**config.mk**
```make
export PLATFORM = sky130hd
export DESIGN_NAME = contrast_param_engine
export DESIGN_NICKNAME = d
export VERILOG_FILES = /design/src/rtl/contrast_param_engine_pkg.sv /design/src/rtl/contrast_param_engine_csd.sv /design/src/rtl/contrast_param_engine.sv
export SDC_FILE = /design/constraint.sdc
export NUM_CORES = 1
export LEC_CHECK = 0
export CAP_MARGIN = 20
export CORE_MARGIN = 1.5
export CORE_UTILIZATION = 24
export CTS_CLUSTER_DIAMETER = 60
export DETAILED_ROUTE_END_ITERATION = 10
export HOLD_SLACK_MARGIN = 0.02
export PLACE_DENSITY_LB_ADDON = 0.08
export SLEW_MARGIN = 20
export SYNTH_ARGS = -nofsm -noshare
export SYNTH_HDL_FRONTEND = slang
export SYNTH_HIERARCHICAL = 1
export SYNTH_SLANG_ARGS = --single-unit
```
**constraint.sdc**
```tcl
create_clock -name clk -period 7.5 [get_ports clk]
set_clock_uncertainty 0.15 [all_clocks]
set_input_delay 0.75 -clock clk [delete_from_list [all_inputs] [get_ports clk]]
set_output_delay 0.75 -clock clk [all_outputs]
set_load 0.02 [all_outputs]
```
**src/rtl/contrast_param_engine_pkg.sv**
```systemverilog
// Shared types for the contrast parameter engine: FSM states, CSD term record
// and the unity-gain term used to seed both banks at reset.
package contrast_param_engine_pkg;

    typedef enum logic [1:0] {
        ST_IDLE,
        ST_CONVERT,
        ST_DONE
    } cpe_state_t;

    localparam int unsigned CPE_SHIFT_MAX_W = 8;

    typedef struct packed {
        logic                       en;
        logic                       neg;
        logic [CPE_SHIFT_MAX_W-1:0] shift;
    } cpe_term_t;

    function automatic cpe_term_t cpe_unity_term(input int unsigned frac_w);
        cpe_term_t t;
        t.en    = 1'b1;
        t.neg   = 1'b0;
        t.shift = CPE_SHIFT_MAX_W'(frac_w);
        return t;
    endfunction

endpackage

```
**src/rtl/contrast_param_engine_csd.sv**
```systemverilog
// Serial CSD recoder: one digit per step, LSB first; nonzero digits fill term
// slots in ascending shift order and overflow is flagged when slots run out.
module csd_serial_recoder #(
    parameter int unsigned W         = 8,
    parameter int unsigned MAX_TERMS = 3,
    parameter int unsigned SHIFT_W   = 4,
    parameter int unsigned TERM_W    = 6
) (
    input  logic                        clk,
    input  logic                        reset,
    input  logic                        start_i,
    input  logic                        step_i,
    input  logic [W-1:0]                data_i,
    output logic [MAX_TERMS*TERM_W-1:0] terms_o,
    output logic                        ovf_o,
    output logic                        done_o
);

    localparam int unsigned SLOT_W = $clog2(MAX_TERMS + 1);
    localparam logic [W:0]  ONE_V  = (W + 1)'(1);

    logic [W:0]                  v_q, v_d;
    logic [SHIFT_W-1:0]          cnt_q, cnt_d;
    logic [SLOT_W-1:0]           slot_q, slot_d;
    logic [MAX_TERMS*TERM_W-1:0] terms_q, terms_d;
    logic                        ovf_q, ovf_d;
    logic                        nz, neg;
    logic [TERM_W-1:0]           term;

    always_comb begin
        v_d     = v_q;
        cnt_d   = cnt_q;
        slot_d  = slot_q;
        terms_d = terms_q;
        ovf_d   = ovf_q;
        nz      = v_q[0];
        neg     = v_q[1] & v_q[0];
        term    = {1'b1, neg, cnt_q};
        if (start_i) begin
            v_d     = {1'b0, data_i};
            cnt_d   = '0;
            slot_d  = '0;
            terms_d = '0;
            ovf_d   = 1'b0;
        end else if (step_i) begin
            cnt_d = cnt_q + SHIFT_W'(1);
            // Removing the emitted digit before halving keeps v non-negative.
            if (!nz)      v_d = v_q >> 1;
            else if (neg) v_d = (v_q + ONE_V) >> 1;
            else          v_d = (v_q - ONE_V) >> 1;
            if (nz) begin
                if (slot_q == SLOT_W'(MAX_TERMS)) begin
                    ovf_d = 1'b1;
                end else begin
                    for (int unsigned s = 0; s < MAX_TERMS; s++) begin
                        if (slot_q == SLOT_W'(s)) terms_d[s*TERM_W +: TERM_W] = term;
                    end
                    slot_d = slot_q + SLOT_W'(1);
                end
            end
        end
    end

    always_ff @(posedge clk or posedge reset) begin
        if (reset) begin
            v_q     <= '0;
            cnt_q   <= '0;
            slot_q  <= '0;
            terms_q <= '0;
            ovf_q   <= 1'b0;
        end else begin
            v_q     <= v_d;
            cnt_q   <= cnt_d;
            slot_q  <= slot_d;
            terms_q <= terms_d;
            ovf_q   <= ovf_d;
        end
    end

    assign terms_o = terms_q;
    assign ovf_o   = ovf_q;
    assign done_o  = step_i && (cnt_q == SHIFT_W'(W));

endmodule

```
**src/rtl/contrast_param_engine.sv**
```systemverilog
// Per-channel contrast parameter engine: serial CSD conversion into a shadow
// bank, committed to the active bank on frame_start.
module contrast_param_engine
    import contrast_param_engine_pkg::*;
#(
    parameter int unsigned  CH_NUM    = 3,
    parameter int unsigned  W         = 8,
    parameter int unsigned  FRAC_W    = 3,
    parameter int unsigned  MAX_TERMS = 3,
    localparam int unsigned SHIFT_W   = $clog2(W + 1),
    localparam int unsigned TERM_W    = SHIFT_W + 2,
    localparam int unsigned CH_W      = (CH_NUM > 1) ? $clog2(CH_NUM) : 1
) (
    input  logic                               clk,
    input  logic                               reset,
    input  logic                               wr_en,
    input  logic [CH_W-1:0]                    wr_ch,
    input  logic [W-1:0]                       wr_data,
    output logic                               wr_ready,
    input  logic                               frame_start,
    output logic [CH_NUM*W-1:0]                contrast_fp,
    output logic [CH_NUM*MAX_TERMS*TERM_W-1:0] cp_param,
    output logic                               invalid,
    output logic [CH_W-1:0]                    err_ch
);

    localparam int unsigned             TV_W        = MAX_TERMS * TERM_W;
    localparam cpe_term_t               UNITY       = cpe_unity_term(FRAC_W);
    localparam logic [TERM_W-1:0]       UNITY_TERM  = {UNITY.en, UNITY.neg, UNITY.shift[SHIFT_W-1:0]};
    localparam logic [TV_W-1:0]         UNITY_TERMS = TV_W'(UNITY_TERM);
    localparam logic [W-1:0]            UNITY_VAL   = W'(1) << FRAC_W;
    localparam logic [CH_W:0]           CH_LIMIT    = (CH_W + 1)'(CH_NUM);

    cpe_state_t                 state_q, state_d;
    logic [CH_W-1:0]            ch_q, ch_d, err_ch_q, err_ch_d;
    logic [W-1:0]               val_q, val_d;
    logic [CH_NUM*W-1:0]        act_val_q, act_val_d, shd_val_q, shd_val_d;
    logic [CH_NUM*TV_W-1:0]     act_terms_q, act_terms_d, shd_terms_q, shd_terms_d;
    logic [CH_NUM-1:0]          pending_q, pending_d;
    logic                       invalid_q, invalid_d;
    logic                       rec_start, rec_step, resolve, rec_done, rec_ovf, write_ok;
    logic [TV_W-1:0]            rec_terms;

    csd_serial_recoder #(
        .W         (W),
        .MAX_TERMS (MAX_TERMS),
        .SHIFT_W   (SHIFT_W),
        .TERM_W    (TERM_W)
    ) u_recoder (
        .clk     (clk),
        .reset   (reset),
        .start_i (rec_start),
        .step_i  (rec_step),
        .data_i  (wr_data),
        .terms_o (rec_terms),
        .ovf_o   (rec_ovf),
        .done_o  (rec_done)
    );

    always_ff @(posedge clk or posedge reset) begin
        if (reset) state_q <= ST_IDLE;
        else       state_q <= state_d;
    end

    always_comb begin
        state_d = state_q;
        unique case (state_q)
            ST_IDLE:    if (wr_en)    state_d = ST_CONVERT;
            ST_CONVERT: if (rec_done) state_d = ST_DONE;
            ST_DONE:                  state_d = ST_IDLE;
            default:                  state_d = ST_IDLE;
        endcase
    end

    always_comb begin
        wr_ready  = (state_q == ST_IDLE);
        rec_start = (state_q == ST_IDLE) && wr_en;
        rec_step  = (state_q == ST_CONVERT);
        resolve   = (state_q == ST_DONE);
    end

    assign write_ok = resolve && !rec_ovf && ({1'b0, ch_q} < CH_LIMIT);

    always_comb begin
        ch_d        = rec_start ? wr_ch : ch_q;
        val_d       = rec_start ? wr_data : val_q;
        act_val_d   = act_val_q;
        act_terms_d = act_terms_q;
        shd_val_d   = shd_val_q;
        shd_terms_d = shd_terms_q;
        pending_d   = pending_q;
        invalid_d   = resolve && !write_ok;
        err_ch_d    = (resolve && !write_ok) ? ch_q : err_ch_q;
        if (frame_start) begin
            for (int unsigned c = 0; c < CH_NUM; c++) begin
                if (pending_q[c]) begin
                    act_val_d[c*W +: W]         = shd_val_q[c*W +: W];
                    act_terms_d[c*TV_W +: TV_W] = shd_terms_q[c*TV_W +: TV_W];
                    pending_d[c]                = 1'b0;
                end
            end
        end
        // Applied after the commit so a same-edge write stays pending for the next frame.
        if (write_ok) begin
            for (int unsigned c = 0; c < CH_NUM; c++) begin
                if (ch_q == CH_W'(c)) begin
                    shd_val_d[c*W +: W]         = val_q;
                    shd_terms_d[c*TV_W +: TV_W] = rec_terms;
                    pending_d[c]                = 1'b1;
                end
            end
        end
    end

    always_ff @(posedge clk or posedge reset) begin
        if (reset) begin
            ch_q        <= '0;
            val_q       <= '0;
            act_val_q   <= {CH_NUM{UNITY_VAL}};
            shd_val_q   <= {CH_NUM{UNITY_VAL}};
            act_terms_q <= {CH_NUM{UNITY_TERMS}};
            shd_terms_q <= {CH_NUM{UNITY_TERMS}};
            pending_q   <= '0;
            invalid_q   <= 1'b0;
            err_ch_q    <= '0;
        end else begin
            ch_q        <= ch_d;
            val_q       <= val_d;
            act_val_q   <= act_val_d;
            shd_val_q   <= shd_val_d;
            act_terms_q <= act_terms_d;
            shd_terms_q <= shd_terms_d;
            pending_q   <= pending_d;
            invalid_q   <= invalid_d;
            err_ch_q    <= err_ch_d;
        end
    end

    assign contrast_fp = act_val_q;
    assign cp_param    = act_terms_q;
    assign invalid     = invalid_q;
    assign err_ch      = err_ch_q;

endmodule

```
==> impl_metrics.ini <==
[outcome]
status = completed

[sta]
fmax_mhz = 341
rsz0062_at_grt = false
setup_viol = 0
fin_crit_ns = 2.93
fin_tns_setup_ns = 0
hold_viol = 0
tightest_slew_ns = 1.04
slew_violations = 0
max_slew_margin_pct = 30.2
min_period_over_period_pct = 39.1

[clocking]
cts_buffers = 27
cts-resized-gates = 0
cts_setup_buffers = 0
clockBufferDepth = 3
clkSlewWorstSetupHoldPaths_ns = 0.05
cts_root_buf = clkbuf_16
clock-sinks = 207
insertion_delay_ns = 0.53
cts_tree = built
cts_hold_buf = 0
cts-htree-levels = 1

[setup_path]
worstSetupStartpointType = flop
regToRegSetupSlack_ns = 4.57
end_kind = flop
crit_required_ns = 7.76
r2r_cells = 7
cp-endpoint = u_recoder/v_q[3]
crit_type = reg -> reg
worstPathMaxFanout = 18
r2r_end = u_recoder/v_q[3]
r2r-start = u_recoder/v_q[0]
critPathArrivalTime_ns = 3.19
critPathLaunch = u_recoder/v_q[0]

[synthesis]
synth_edf_count = 0
syn_avg_cell_area_um2 = 14.8
synth.net_count = 599
synth_warnings = 6
dominantRegCellSynth = dfrtp_1
synth.distinct_cells = 44
yosysSeqAreaShare_pct = 61.5
synth_cells = 571
synthesis.area_um2 = 8480
yosys_register_bits = 207
synthArstFlopShare_pct = 100

[pwr]
power.leakage_uw = 0.00511
combPwrFrac_pct = 19.3
peakVddDrop_uv = 164
switching_share_pct = 29.5
pwr-share-clk_pct = 37.9
power_uw = 3570
internal-power_uw = 2510
p_per_area_nw_per_um2 = 330
p_switching_uw = 1050
seq_power_share_pct = 42.8

[layout]
synthToLayoutAreaGrowth_pct = 27.7
drive_gt1_share_pct = 36.4
antenna_cells = 0
final_nets = 703

[floorplanning]
die_area_um2 = 36500
ios = 96
die_h_um = 191
die_x_um = 191
placementRows = 68
start_util_pct = 24.5
core-area_um2 = 34600

[placement]
portBuffers = 95
gp_congestion = 0.679
dp_hpwl_um = 12900

[routing]
drc = 0
drt_iter0_drc = 207
drt_pass1_iterations = 4
ant_nets = 0
wl_um = 20000
wl_per_cell_um = 17.3
detail_route.vias_per_cell = 4.19
vias = 4817

[global_route]
groute.usage.overall_pct = 11.2
grt_max_degree = 99
antenna_found_initial = 0
grt_pass1_vias = 5165
grt_pass1_wl_um = 31400
overflow = 0

[worst_hold_path]
hp-class = reg -> reg

[run]
maxCapViolations = 0
==> power by group through the flow <==
| stage | clock [uW] | sequential [uW] | combinational (uW) |
|---|---|---|---|
| detailed placement | 0 | 1550 | 693 |
| CTS | 1410 | 1530 | 699 |
| global placement | 0 | 1550 | 675 |
| floorplan | 0 | 1440 | 586 |
| global route | 1450 | 1560 | 781 |
| finish | 1350 | 1530 | 688 |
==> cell usage after synthesis (all sizes together) (5+ instances only) <==
cell   number  area (um2)
xnor2       5        43.8
a21oi      18        90.1
nor2       35         131
mux2      169        1970
ha         14         175
o21ai      10        50.0
dfrtp     183        4580
buf        23         176
nand2      12        50.1
inv        13        48.8
dfstp      24         631
mux2i      17         170
==> area by class of cell <==
| type | count | area, um2 |
|---|---|---|
| Clock buffer | 38 | 777 |
| Sequential cell | 207 | 5210 |
| Clock inverter | 12 | 181 |
| Fill cell | 3424 | 23800 |
| Tap cell | 455 | 569 |
| Timing Repair Buffer | 102 | 1000 |
| Multi-Input combinational cell | 324 | 3030 |
| Inverter | 13 | 53.8 |
==> stage by stage <==
step / area [um2] / util, % / hold slack [ns] / instances / setup slack, ns
after floorplan: 8480 / - / 0.325 / 571 / 1.92
after global placement: 9860 / 28.5 / 0.332 / 1101 / 4.33
after detailed placement: 9860 / 28.5 / 0.339 / 1101 / 4.25
after global routing: 10800 / 31.3 / 0.364 / 1151 / 4.39
final: 10800 / 31.3 / 0.349 / 1151 / 4.57
after CTS: 10800 / 31.3 / 0.352 / 1151 / 4.58
==> flip-flops by register name (all words and copies together) (netlist names) <==
register / count
ch_q: 2
contrast_fp: 24
cp_param: 54
err_ch: 2
invalid: 1
pending_q: 3
shd_terms_q: 54
shd_val_q: 24
state_q: 2
u_recoder/cnt_q: 4
u_recoder/ovf_o: 1
u_recoder/slot_q: 2
u_recoder/terms_o: 18
u_recoder/v_q: 8
val_q: 8
==> worst max-delay path, stage by stage, from the launching register on <==
cell,delay [ns]
dfrtp_1,0.79
nand2_1,0.38
ha_1,0.45
a21oi_1,0.23
nand2_2,0.09
xor2_1,0.14
mux2_2,0.27
a221o_1,0.30
==> routing by layer <==
layer | up-vias | GRT usage [%] | routed length, um
met5 | - | 0 | 0
met4 | 0 | 3.45 | 457
met3 | 30 | 2.09 | 755
li1 | 2212 | - | -
met1 | 2484 | 15.8 | 9770
met2 | 91 | 17.4 | 8980
==> cells by family (layout without fill, tap and decap cells) <==
group	after synthesis	count (layout)	share of synthesized area [%]
flip-flops	207	207	61.5
multiplexers	186	186	25.3
AND/OR/NAND/NOR	72	72	4.40
AO/OA/AOI/OAI	43	43	3.01
buffers and inverters	40	165	2.83
adder cells (fa/ha/maj)	14	14	2.07
XOR/XNOR	9	9	0.930
==> worst min path at each step <==
stage	from	cells past startpoint	endpoint	slack [ns]
after detailed placement	shd_terms_q[33]	1	cp_param[33]	0.34
after global routing	shd_val_q[5]	1	contrast_fp[5]	0.36
final	shd_val_q[5]	1	contrast_fp[5]	0.35
after global placement	shd_terms_q[12]	1	cp_param[12]	0.33
after CTS	shd_terms_q[33]	1	cp_param[33]	0.35
after floorplan	shd_val_q[0]	1	contrast_fp[0]	0.32
==> cell usage in the layout, fill, tap and decap left out, types with 4 or more instances in the layout <==
cell type	count
dfrtp_1	183
mux2_2	150
clkdlybuf4s50_1	95
nor2_1	35
clkbuf_16	27
dfstp_2	24
mux2_4	19
a21oi_1	18
mux2i_1	17
ha_1	14
inv_1	12
nand2_1	10
o21ai_0	9
buf_4	7
clkbuf_8	6
clkbuf_1	5
xnor2_1	5
bufinv_16	4
xor2_1	4
a31oi_1	4
nor2b_1	4
No activity file was read; power rests on OpenSTA's default activity.
